$ cat config.mk
export PLATFORM = sky130hd
export DESIGN_NAME = opsum_glb_writer_flat
export DESIGN_NICKNAME = d
export VERILOG_FILES = /design/src/rtl/opsum_pkg.sv /design/src/rtl/opsum_glb_writer_if.sv /design/src/rtl/opsum_addr_calc.sv /design/src/rtl/opsum_glb_writer.sv /design/src/flat_wrapper.sv
export SDC_FILE = /design/constraint.sdc
export NUM_CORES = 2
export LEC_CHECK = 0
export CORE_UTILIZATION = 45
export CTS_CLUSTER_SIZE = 8
export DETAILED_ROUTE_END_ITERATION = 16
export GPL_ROUTABILITY_DRIVEN = 1
export PLACE_DENSITY = 0.73
export SLEW_MARGIN = 20
export SYNTH_ARGS = -nofsm -noshare
export SYNTH_HDL_FRONTEND = slang
export SYNTH_HIERARCHICAL = 1
export SYNTH_SLANG_ARGS = --single-unit
$ cat constraint.sdc
create_clock -name clk -period 12.65 [get_ports clk]
set_clock_uncertainty 0.05 [all_clocks]
set_input_delay 1.8975 -clock clk [delete_from_list [all_inputs] [get_ports clk]]
set_output_delay 1.8975 -clock clk [all_outputs]
set_load 0.02 [all_outputs]
$ cat src/rtl/opsum_pkg.sv
// rtl/opsum_pkg.sv - shared state type, widths and base/total helper for the opsum GLB writer
package opsum_pkg;
   localparam int PARAM_W_DEF    = 8;
   localparam int GLB_ADDR_W_DEF = 16;
   localparam int CNT_W_DEF      = 16;
   localparam int DATA_W_DEF     = 32;
   localparam int BYTES_PER_WORD = 4;
   // Intermediates wider than the address/count; results only matter modulo 2^16.
   localparam int CALC_W         = 32;

   typedef enum logic [2:0] {IDLE, CALC1, CALC2, WRITE, DRAIN, DONE} state_t;

   typedef struct packed {
      logic [GLB_ADDR_W_DEF-1:0] base;
      logic [CNT_W_DEF-1:0]      total;
   } calc_res_t;

   function automatic calc_res_t calc_base_total(
      input logic [CALC_W-1:0] p, t, q, r, e, stride,
      input logic [CALC_W-1:0] filt_row, filt_col, ifmap_col, ofmap_col);
      logic [CALC_W-1:0] pt, qr, span;
      calc_res_t         res;
      pt         = p * t;
      qr         = q * r;
      span       = stride * (e - CALC_W'(1)) + filt_col;
      res.base   = GLB_ADDR_W_DEF'(qr * span * ifmap_col + pt * qr * filt_row * filt_col
                                   + pt * CALC_W'(BYTES_PER_WORD));
      res.total  = CNT_W_DEF'(pt * e * ofmap_col);
      return res;
   endfunction
endpackage

$ cat src/rtl/opsum_glb_writer_if.sv
// rtl/opsum_glb_writer_if.sv - opsum stream input and GLB byte-write port bundle
interface opsum_glb_writer_if #(
   parameter int DATA_W     = 32,
   parameter int GLB_ADDR_W = 16
);
   logic                  opsum_valid;
   logic [DATA_W-1:0]     opsum_data;
   logic                  opsum_ready;
   logic                  glb_we;
   logic [GLB_ADDR_W-1:0] glb_addr;
   logic [DATA_W-1:0]     glb_wdata;

   modport master (
      input  opsum_valid, opsum_data,
      output opsum_ready, glb_we, glb_addr, glb_wdata
   );
   modport slave (
      output opsum_valid, opsum_data,
      input  opsum_ready, glb_we, glb_addr, glb_wdata
   );
endinterface

$ cat src/rtl/opsum_addr_calc.sv
// rtl/opsum_addr_calc.sv - two-stage registered computation of opsum region base and word total
module opsum_addr_calc
   import opsum_pkg::*;
#(
   parameter int PARAM_W    = PARAM_W_DEF,
   parameter int GLB_ADDR_W = GLB_ADDR_W_DEF,
   parameter int CNT_W      = CNT_W_DEF
)(
   input  logic                  clk,
   input  logic                  rst,
   input  logic                  i_start,
   input  logic [PARAM_W-1:0]    i_p, i_t, i_q, i_r, i_e, i_stride,
   input  logic [PARAM_W-1:0]    i_filt_row, i_filt_col, i_ifmap_col, i_ofmap_col,
   output logic [GLB_ADDR_W-1:0] o_base,
   output logic [CNT_W-1:0]      o_total,
   output logic                  o_calc_done
);
   logic [PARAM_W-1:0] r_p, r_t, r_q, r_r, r_e, r_stride;
   logic [PARAM_W-1:0] r_filt_row, r_filt_col, r_ifmap_col, r_ofmap_col;
   logic [CALC_W-1:0]  r_pt, r_qr, r_span, r_ecol;
   logic               r_calc1, r_calc2;

   always_ff @(posedge clk or posedge rst) begin
      if (rst) begin
         {r_p, r_t, r_q, r_r, r_e, r_stride} <= '0;
         {r_filt_row, r_filt_col, r_ifmap_col, r_ofmap_col} <= '0;
         {r_pt, r_qr, r_span, r_ecol} <= '0;
         r_calc1 <= 1'b0;
         r_calc2 <= 1'b0;
      end else begin
         r_calc1 <= i_start;
         r_calc2 <= r_calc1;
         if (i_start) begin
            {r_p, r_t, r_q, r_r, r_e, r_stride} <= {i_p, i_t, i_q, i_r, i_e, i_stride};
            {r_filt_row, r_filt_col, r_ifmap_col, r_ofmap_col} <=
               {i_filt_row, i_filt_col, i_ifmap_col, i_ofmap_col};
         end
         if (r_calc1) begin
            r_pt   <= CALC_W'(r_p) * CALC_W'(r_t);
            r_qr   <= CALC_W'(r_q) * CALC_W'(r_r);
            r_span <= CALC_W'(r_stride) * (CALC_W'(r_e) - CALC_W'(1)) + CALC_W'(r_filt_col);
            r_ecol <= CALC_W'(r_e) * CALC_W'(r_ofmap_col);
         end
      end
   end

   // Second stage is combinational; the top registers it when leaving CALC2.
   assign o_base = GLB_ADDR_W'(r_qr * r_span * CALC_W'(r_ifmap_col)
                               + r_pt * r_qr * CALC_W'(r_filt_row) * CALC_W'(r_filt_col)
                               + r_pt * CALC_W'(BYTES_PER_WORD));
   assign o_total     = CNT_W'(r_pt * r_ecol);
   assign o_calc_done = r_calc2;
endmodule

$ cat src/rtl/opsum_glb_writer.sv
// rtl/opsum_glb_writer.sv - streams 32-bit opsums little-endian into the GLB; OPSUM_RELU_EN clamps negatives to 0
module opsum_glb_writer
   import opsum_pkg::*;
#(
   parameter int PARAM_W    = PARAM_W_DEF,
   parameter int GLB_ADDR_W = GLB_ADDR_W_DEF,
   parameter int CNT_W      = CNT_W_DEF,
   parameter int DATA_W     = DATA_W_DEF
)(
   input  logic               clk,
   input  logic               rst,
   input  logic               i_start,
   input  logic [PARAM_W-1:0] i_p, i_t, i_q, i_r, i_e, i_stride,
   input  logic [PARAM_W-1:0] i_filt_row, i_filt_col, i_ifmap_col, i_ofmap_col,
   opsum_glb_writer_if.master bus,
   output logic               o_busy,
   output logic               o_done
);
   state_t                r_state, w_next;
   logic [GLB_ADDR_W-1:0] r_wptr, r_addr, w_base;
   logic [CNT_W-1:0]      r_cnt, r_total, w_total;
   logic [DATA_W-1:0]     r_wdata, w_wdata;
   logic                  r_we, w_start, w_ready, w_hs, w_calc_done;

   assign w_start = i_start && (r_state == IDLE || r_state == DONE);
   assign w_ready = (r_state == WRITE) && (r_cnt < r_total);
   assign w_hs    = bus.opsum_valid && w_ready;

`ifdef OPSUM_RELU_EN
   assign w_wdata = bus.opsum_data[DATA_W-1] ? '0 : bus.opsum_data;
`else
   assign w_wdata = bus.opsum_data;
`endif

   opsum_addr_calc #(.PARAM_W(PARAM_W), .GLB_ADDR_W(GLB_ADDR_W), .CNT_W(CNT_W)) u_calc (
      .clk(clk), .rst(rst), .i_start(w_start),
      .i_p(i_p), .i_t(i_t), .i_q(i_q), .i_r(i_r), .i_e(i_e), .i_stride(i_stride),
      .i_filt_row(i_filt_row), .i_filt_col(i_filt_col),
      .i_ifmap_col(i_ifmap_col), .i_ofmap_col(i_ofmap_col),
      .o_base(w_base), .o_total(w_total), .o_calc_done(w_calc_done)
   );

   always_ff @(posedge clk or posedge rst) begin
      if (rst) r_state <= IDLE;
      else     r_state <= w_next;
   end

   always_comb begin
      w_next = r_state;
      o_busy = 1'b0;
      o_done = 1'b0;
      case (r_state)
         IDLE:  if (w_start) w_next = CALC1;
         CALC1: begin o_busy = 1'b1; w_next = CALC2; end
         CALC2: begin
            o_busy = 1'b1;
            if (w_calc_done) w_next = (w_total == '0) ? DONE : WRITE;
         end
         WRITE: begin
            o_busy = 1'b1;
            if (w_hs && (r_cnt + CNT_W'(1) == r_total)) w_next = DRAIN;
         end
         DRAIN: begin o_busy = 1'b1; w_next = DONE; end
         DONE:  begin o_done = 1'b1; if (w_start) w_next = CALC1; end
         default: w_next = IDLE;
      endcase
   end

   // Write port is registered: a handshake in cycle N becomes a GLB write in N+1.
   always_ff @(posedge clk or posedge rst) begin
      if (rst) begin
         r_we    <= 1'b0;
         r_addr  <= '0;
         r_wdata <= '0;
         r_wptr  <= '0;
         r_cnt   <= '0;
         r_total <= '0;
      end else begin
         r_we <= w_hs;
         if (r_state == CALC2 && w_calc_done) begin
            r_wptr  <= w_base;
            r_cnt   <= '0;
            r_total <= w_total;
         end else if (w_hs) begin
            r_addr  <= r_wptr;
            r_wdata <= w_wdata;
            r_wptr  <= r_wptr + GLB_ADDR_W'(BYTES_PER_WORD);
            r_cnt   <= r_cnt + CNT_W'(1);
         end
      end
   end

   assign bus.opsum_ready = w_ready;
   assign bus.glb_we      = r_we;
   assign bus.glb_addr    = r_addr;
   assign bus.glb_wdata   = r_wdata;
endmodule

$ cat src/flat_wrapper.sv
// flat-port wrapper written by rule: the top's interface ports become plain ports
module opsum_glb_writer_flat import opsum_pkg::*;
#(
   parameter int PARAM_W    = PARAM_W_DEF,
   parameter int GLB_ADDR_W = GLB_ADDR_W_DEF,
   parameter int CNT_W      = CNT_W_DEF,
   parameter int DATA_W     = DATA_W_DEF
)
  (clk, rst, i_start, i_p, i_t, i_q, i_r, i_e, i_stride, i_filt_row, i_filt_col, i_ifmap_col, i_ofmap_col, o_busy, o_done, bus_opsum_valid, bus_opsum_data, bus_opsum_ready, bus_glb_we, bus_glb_addr, bus_glb_wdata);
  opsum_glb_writer_if #(.DATA_W(DATA_W), .GLB_ADDR_W(GLB_ADDR_W)) bus_i ();
  input  logic clk;
  input  logic rst;
  input  logic i_start;
  input  logic [PARAM_W-1:0] i_p;
  input  logic [PARAM_W-1:0] i_t;
  input  logic [PARAM_W-1:0] i_q;
  input  logic [PARAM_W-1:0] i_r;
  input  logic [PARAM_W-1:0] i_e;
  input  logic [PARAM_W-1:0] i_stride;
  input  logic [PARAM_W-1:0] i_filt_row;
  input  logic [PARAM_W-1:0] i_filt_col;
  input  logic [PARAM_W-1:0] i_ifmap_col;
  input  logic [PARAM_W-1:0] i_ofmap_col;
  output logic o_busy;
  output logic o_done;
  input wire logic [$bits(bus_i.opsum_valid)-1:0] bus_opsum_valid;
  input wire logic [$bits(bus_i.opsum_data)-1:0] bus_opsum_data;
  output wire logic [$bits(bus_i.opsum_ready)-1:0] bus_opsum_ready;
  output wire logic [$bits(bus_i.glb_we)-1:0] bus_glb_we;
  output wire logic [$bits(bus_i.glb_addr)-1:0] bus_glb_addr;
  output wire logic [$bits(bus_i.glb_wdata)-1:0] bus_glb_wdata;
  assign bus_i.opsum_valid = bus_opsum_valid;
  assign bus_i.opsum_data = bus_opsum_data;
  assign bus_opsum_ready = bus_i.opsum_ready;
  assign bus_glb_we = bus_i.glb_we;
  assign bus_glb_addr = bus_i.glb_addr;
  assign bus_glb_wdata = bus_i.glb_wdata;
  opsum_glb_writer #(.PARAM_W(PARAM_W), .GLB_ADDR_W(GLB_ADDR_W), .CNT_W(CNT_W), .DATA_W(DATA_W)) u_core (.clk(clk), .rst(rst), .i_start(i_start), .i_p(i_p), .i_t(i_t), .i_q(i_q), .i_r(i_r), .i_e(i_e), .i_stride(i_stride), .i_filt_row(i_filt_row), .i_filt_col(i_filt_col), .i_ifmap_col(i_ifmap_col), .i_ofmap_col(i_ofmap_col), .bus(bus_i), .o_busy(o_busy), .o_done(o_done));
endmodule
## Word level (Yosys, flattened, before mapping)

Cells that the tools add are included.
Widths: inputs -> output; s select.

- Bits in registers: 262
- Input port bits: 116
- Output and inout bits: 52
- Word-level logic and storage cells: 74

- $add $sub $neg: 6
- Multiply operators: 10
- $lt $le $gt $ge: 1
- Equality and inequality tests: 9
- Muxes and demuxes: 11
- Bitwise gates (word level): 1
- Reductions and logical operators: 13

Operators by type and width:

| kind | number |
|---|---|
| $mul 32x8->16 | 2 |
| $mux 16 | 4 |
| $mul 8x8->16 | 3 |
| $add 16x16->16 | 2 |
| $mul 16x16->32 | 1 |
| $mul 16x32->32 | 1 |
| $mul 32x8->32 | 1 |
| $add 18x9->19 | 1 |
| $mul 9x9->18 | 1 |
| $add 16x1->16 const B | 1 |
| $add 16x3->16 const B | 1 |
| $eq 16x16->1 | 1 |
| $logic_not 16->1 | 1 |
| $lt 16x16->1 | 1 |
| $mul 16x16->16 | 1 |
| $pmux 3 s5 | 1 |
| $mux 3 | 4 |
| $sub 8x1->9 const B | 1 |
| $eq 3x2->1 const B | 2 |
| $eq 3x3->1 const B | 2 |
| $logic_and 1x1->1 | 5 |
| $ne 2x2->1 const B | 2 |
| $reduce_or 4->1 | 1 |
| $eq 3x1->1 const B | 1 |
| 9 further kinds | 10 |

## Depth between registers and ports, before layout

- Depth after elaboration: 6
- Mapped depth: 55
- Gate-level depth less buffers: 53

## Modules after synthesis

Netlist, hierarchy kept.

By module, submodules not included:

| module | times used | cells an instance | area an instance (um^2) | sequential area each (um^2) |
|---|---|---|---|---|
| opsum_addr_calc | 1 | 3,802 | 34,520.6 | 3,653.5 |
| opsum_glb_writer | 1 | 606 | 5,351.4 | 2,502.4 |

## Least setup slack after synthesis

Ideal clock, no wire load.

- Path type: register -> register
- Start: reg u_core.u_calc.r_qr[1]
- End: reg u_core.r_wptr[15]
- Arrival: 12,885 ps
- Slack: -420 ps
- Stages on the path, launching flop included: 46
- Path buffers: 2
- Period minus slack after synthesis: 13,070 ps
- Cell sequence: dfrtp_1 > clkbuf_1 > clkbuf_1 > nand2_1 > fa_1 > fa_1 > fa_1 > fa_1 > fa_1 > fa_1 > inv_1 > ha_1 > and3_1 > a221o_1 > and2_1 > fa_1 > inv_1 > fa_1 > (+10 left out) > fa_1 > fa_1 > fa_1 > fa_1 > inv_1 > fa_1 > xor2_1 > xnor2_1 > xnor2_1 > xnor2_1 > xnor2_1 > xnor2_1 > xnor2_1 > xnor3_1 > xnor2_1 > xnor3_1 > nand2_1 > o311ai_1

- Longest elaborated chain between the ends: 6
- Elaborated cells between the ends (all ways): 8
- Those cells by class: add/sub: 2; mul: 5; mux: 1

Ends and longest elaborated chain:

| what | RTL line | RTL |
|---|---|---|
| start: declaration | opsum_addr_calc.sv:20 | `logic [CALC_W-1:0] r_pt, r_qr, r_span, r_ecol;` |
| start signal: assignment | opsum_addr_calc.sv:40 | `r_qr <= CALC_W'(r_q) * CALC_W'(r_r);` |
| $mul 16x16->32 | opsum_addr_calc.sv:49 | `+ r_pt * r_qr * CALC_W'(r_filt_row) * CALC_W'(r_filt_col)` |
| $mul 32x8->32 | opsum_addr_calc.sv:49 |  |
| $mul 32x8->16 | opsum_addr_calc.sv:49 |  |
| $add 16x16->16 (*) | opsum_addr_calc.sv:49 |  |
| $add 16x16->16 (*) | opsum_addr_calc.sv:50 | `+ r_pt * CALC_W'(BYTES_PER_WORD));` |
| via u_core.w_base[15] | opsum_glb_writer.sv:20 | `logic [GLB_ADDR_W-1:0] r_wptr, r_addr, w_base;` |
| $mux 16 (*) | opsum_glb_writer.sv:80 | `if (r_state == CALC2 && w_calc_done) begin` |
| end signal: assignment | opsum_glb_writer.sv:81 | `r_wptr <= w_base;` |
| end signal: assignment | opsum_glb_writer.sv:87 | `r_wptr <= r_wptr + GLB_ADDR_W'(BYTES_PER_WORD);` |
| end: declaration | opsum_glb_writer.sv:20 |  |

Mark *: on every way through the listed nets, which the timed path passes. The rest lies on a longest branch.
A chain may end at the register's enable or synchronous reset.

## Worst setup path in the final report

- Start: reg u_core.u_calc.r_qr[4]
- End: reg u_core.r_wptr[15]

Same word-level chain as after synthesis.

==> impl_metrics.toml <==
[status]
status = "finished, violations left"
violations = "negative setup slack"

[routing]
num_vias = 29700
drt-total-wl_mm = 96.9
drc = 0
vias_per_cell = 5.16
routedWlPerCell_um = 16.8
drt_pass1_iterations = 5
drt-initial-drc-count = 1755
ant_nets = 0

[floorplan]
fp.dieH_um = 300
coreArea_mm2 = 0.0873
rows = 108
die-area_mm2 = 0.0898
initial_core_util = 0.457
ioPinCount = 168
die_w_um = 300

[synth]
async_flop_share = 1.00
ys.flop_type = "dfrtp_1"
yosys_warnings = 6
yosys-top-cells-area = "fa_1, dfrtp_1, ha_1"
mappedNetlistNets = 5520
avgSynthCellArea_um2 = 9.05
yosysTopAreaCell = "fa_1"
synth_seq_area_share = 0.154
ys_seq_elements = 246
synth_cell_types = 73
synth_top_area_frac = 0.315
synth_area_mm2 = 0.0399
synth_cells = 4408
synth_edf_count = 0

[timing]
timing.final.crit_share = 1.00
hold_viol = 0
timing.final.ws_setup_ns = -0.0470
rsz0062_at_grt = "true"
setup_tns_ns = -0.0470
slew_headroom = 0.361
fmax_ghz = 0.0788
tightest_slew_ns = 0.952
maxSlewViolCount = 0
period_minus_slack_ns = 12.70
setup-violations-final = 1

[global_route]
grtUsageTotal = 0.224
grt_max_degree = 81
overflow = 0
grt_pass1_vias = 31700
grt_first_pass_wirelength_mm = 162
antenna_found_initial = 0

[worst_hold_path]
min_from = "u_core/r_wptr[0]"
hold_end = "u_core/bus.glb_addr[0]"
worstHoldPathType = "register to register"
holdPathStages = 2

[setup_path]
crit_path_max_incr_delay_ns = 0.56
r2r_cells = 46
path_class = "register to register"
critical_path_required_ns = 13.03
critPathArrivalTime_ns = 13.07
r2r-start = "u_core/u_calc/r_qr[4]"
critPathLaunch = "u_core/u_calc/r_qr[4]"
crit_fanout = 4
critPathMostFrequentCell = "fa_1"
crit_path_end_kind = "register"
r2r_end = "u_core/r_wptr[15]"
start_kind = "register"
r2r_slack_ns = -0.05
slowest_stage = "fa_1"

[cells_and_area]
num-fill-cells = 8002
drive_gt1_frac = 0.0871
areaGrowthSynthToFinish_pct = 12.6
mostFrequentLayoutCell = "inv_1"
final_cell_mix = "inv_1, nand2_1, fa_1"
utilization = 0.514
fin_nets = 5706
finalNonFillerCells = 5760

[placement]
place_inst = 5688
gpl.final_weighted_congestion = 0.921
dp_slack_ns = -0.442
io_buffer_count = 167
place_hpwl_mm = 76.8

[clocking]
clock_latency_ns = 0.59
cts_buffer_depth = 3
root_buffer = "clkbuf_16"
htreeDepth = 2
cts_tree = "yes"
cts_sinks = 246
numCtsBuffers = 38
cts_hold_buffers = 0
clkTransAtPathRegs_ns = 0.07

[flow_run]
drv_cap = 0
[worst max-delay path by stage]
stage | slack [ns] | endpoint | depth (start not counted)
finish | -0.05 | u_core/r_wptr[15] | 46
global route | -0.45 | u_core/r_wptr[15] | 48
CTS | 0.007 | u_core/r_wptr[15] | 49
detailed placement | -0.44 | u_core/r_wptr[15] | 50
global placement | -0.25 | u_core/r_wptr[15] | 50
floorplan | 0.0008 | u_core/r_wptr[15] | 45
[flip-flops by register name, summed over array words and instances (netlist names), 16 cells and up]
name,flops
u_core/u_calc/r_span,16
u_core/u_calc/r_ecol,16
u_core/u_calc/r_pt,16
u_core/u_calc/r_qr,16
u_core/r_cnt,16
u_core/bus.glb_addr,16
u_core/r_wptr,16
u_core/bus.glb_wdata,32
u_core/r_total,16
[what timing repair did]
item / in CTS / in global routing
resized for setup: 31 / 27
pin swaps: 45 / 46
buffers inserted: 11 / 10
endpoints found under the setup margin: 1 / 3
[synth_stat cells, types with 7 or more instances]
cell / instances
o21ai_2: 23
nor4_1: 7
xnor2_1: 178
and3_1: 31
a21o_1: 26
nor2b_1: 31
fa_1: 627
a21oi_1: 102
o21bai_1: 21
a31oi_1: 10
dfrtp_1: 246
nand2b_1: 18
mux2_2: 109
inv_1: 897
nor3_1: 34
nand2_1: 708
o21ai_0: 95
and2_1: 430
xnor3_1: 7
nand3_1: 28
ha_1: 369
nor2_1: 62
o31ai_1: 15
clkbuf_1: 144
buf_2: 14
nor3b_1: 12
xor2_1: 54
a211oi_1: 7
[cell families after synthesis]
family / Yosys count / share of synthesized area
XOR/XNOR: 239 / 0.0549
flip-flops: 246 / 0.154
AND/OR/NAND/NOR: 1401 / 0.172
buffers and inverters: 1067 / 0.102
adder cells (fa/ha/maj): 996 / 0.431
multiplexers: 110 / 0.0310
AO/OA/AOI/OAI: 349 / 0.0555
[layer usage]
layer  part of all wire  track usage
met3              0.054       0.0240
met2               0.49        0.388
met1               0.42        0.293
met5                  0            0
met4              0.033       0.0745
[metrics by stage]
step / area, um^2 / hold WS [ns]
final: 44900 / 0.397
after global routing: 44900 / 0.440
after CTS: 44700 / 0.404
after detailed placement: 43300 / 0.412
after global placement: 43300 / 0.404
after floorplan: 39900 / 0.382
[worst max-delay path, delay by kind of cell (launching register included)]
kind / cells / cell delay, ns
fa+ha+maj: 18 / 8.23
buf+inv: 8 / 0.64
compound gates: 5 / 0.83
xor+xnor: 11 / 1.94
flops: 1 / 0.40
simple gates: 4 / 0.42
[area by class of cell]
cell class | count | area [um^2] | share of cell area
multi-input cells | 3095 | 30000 | 0.668
clock buffers | 44 | 1020 | 0.0228
flip-flops and latches | 246 | 6160 | 0.137
inverters | 899 | 3380 | 0.0753
diodes | 2 | 5.00 | 0.000111
repair buffers | 314 | 2830 | 0.0629
well taps | 1155 | 1450 | 0.0322
clock inverters | 5 | 72.6 | 0.00162
Power is not shown: default switching activity piles up to over one toggle a cycle in this logic, so the estimate is an artifact.
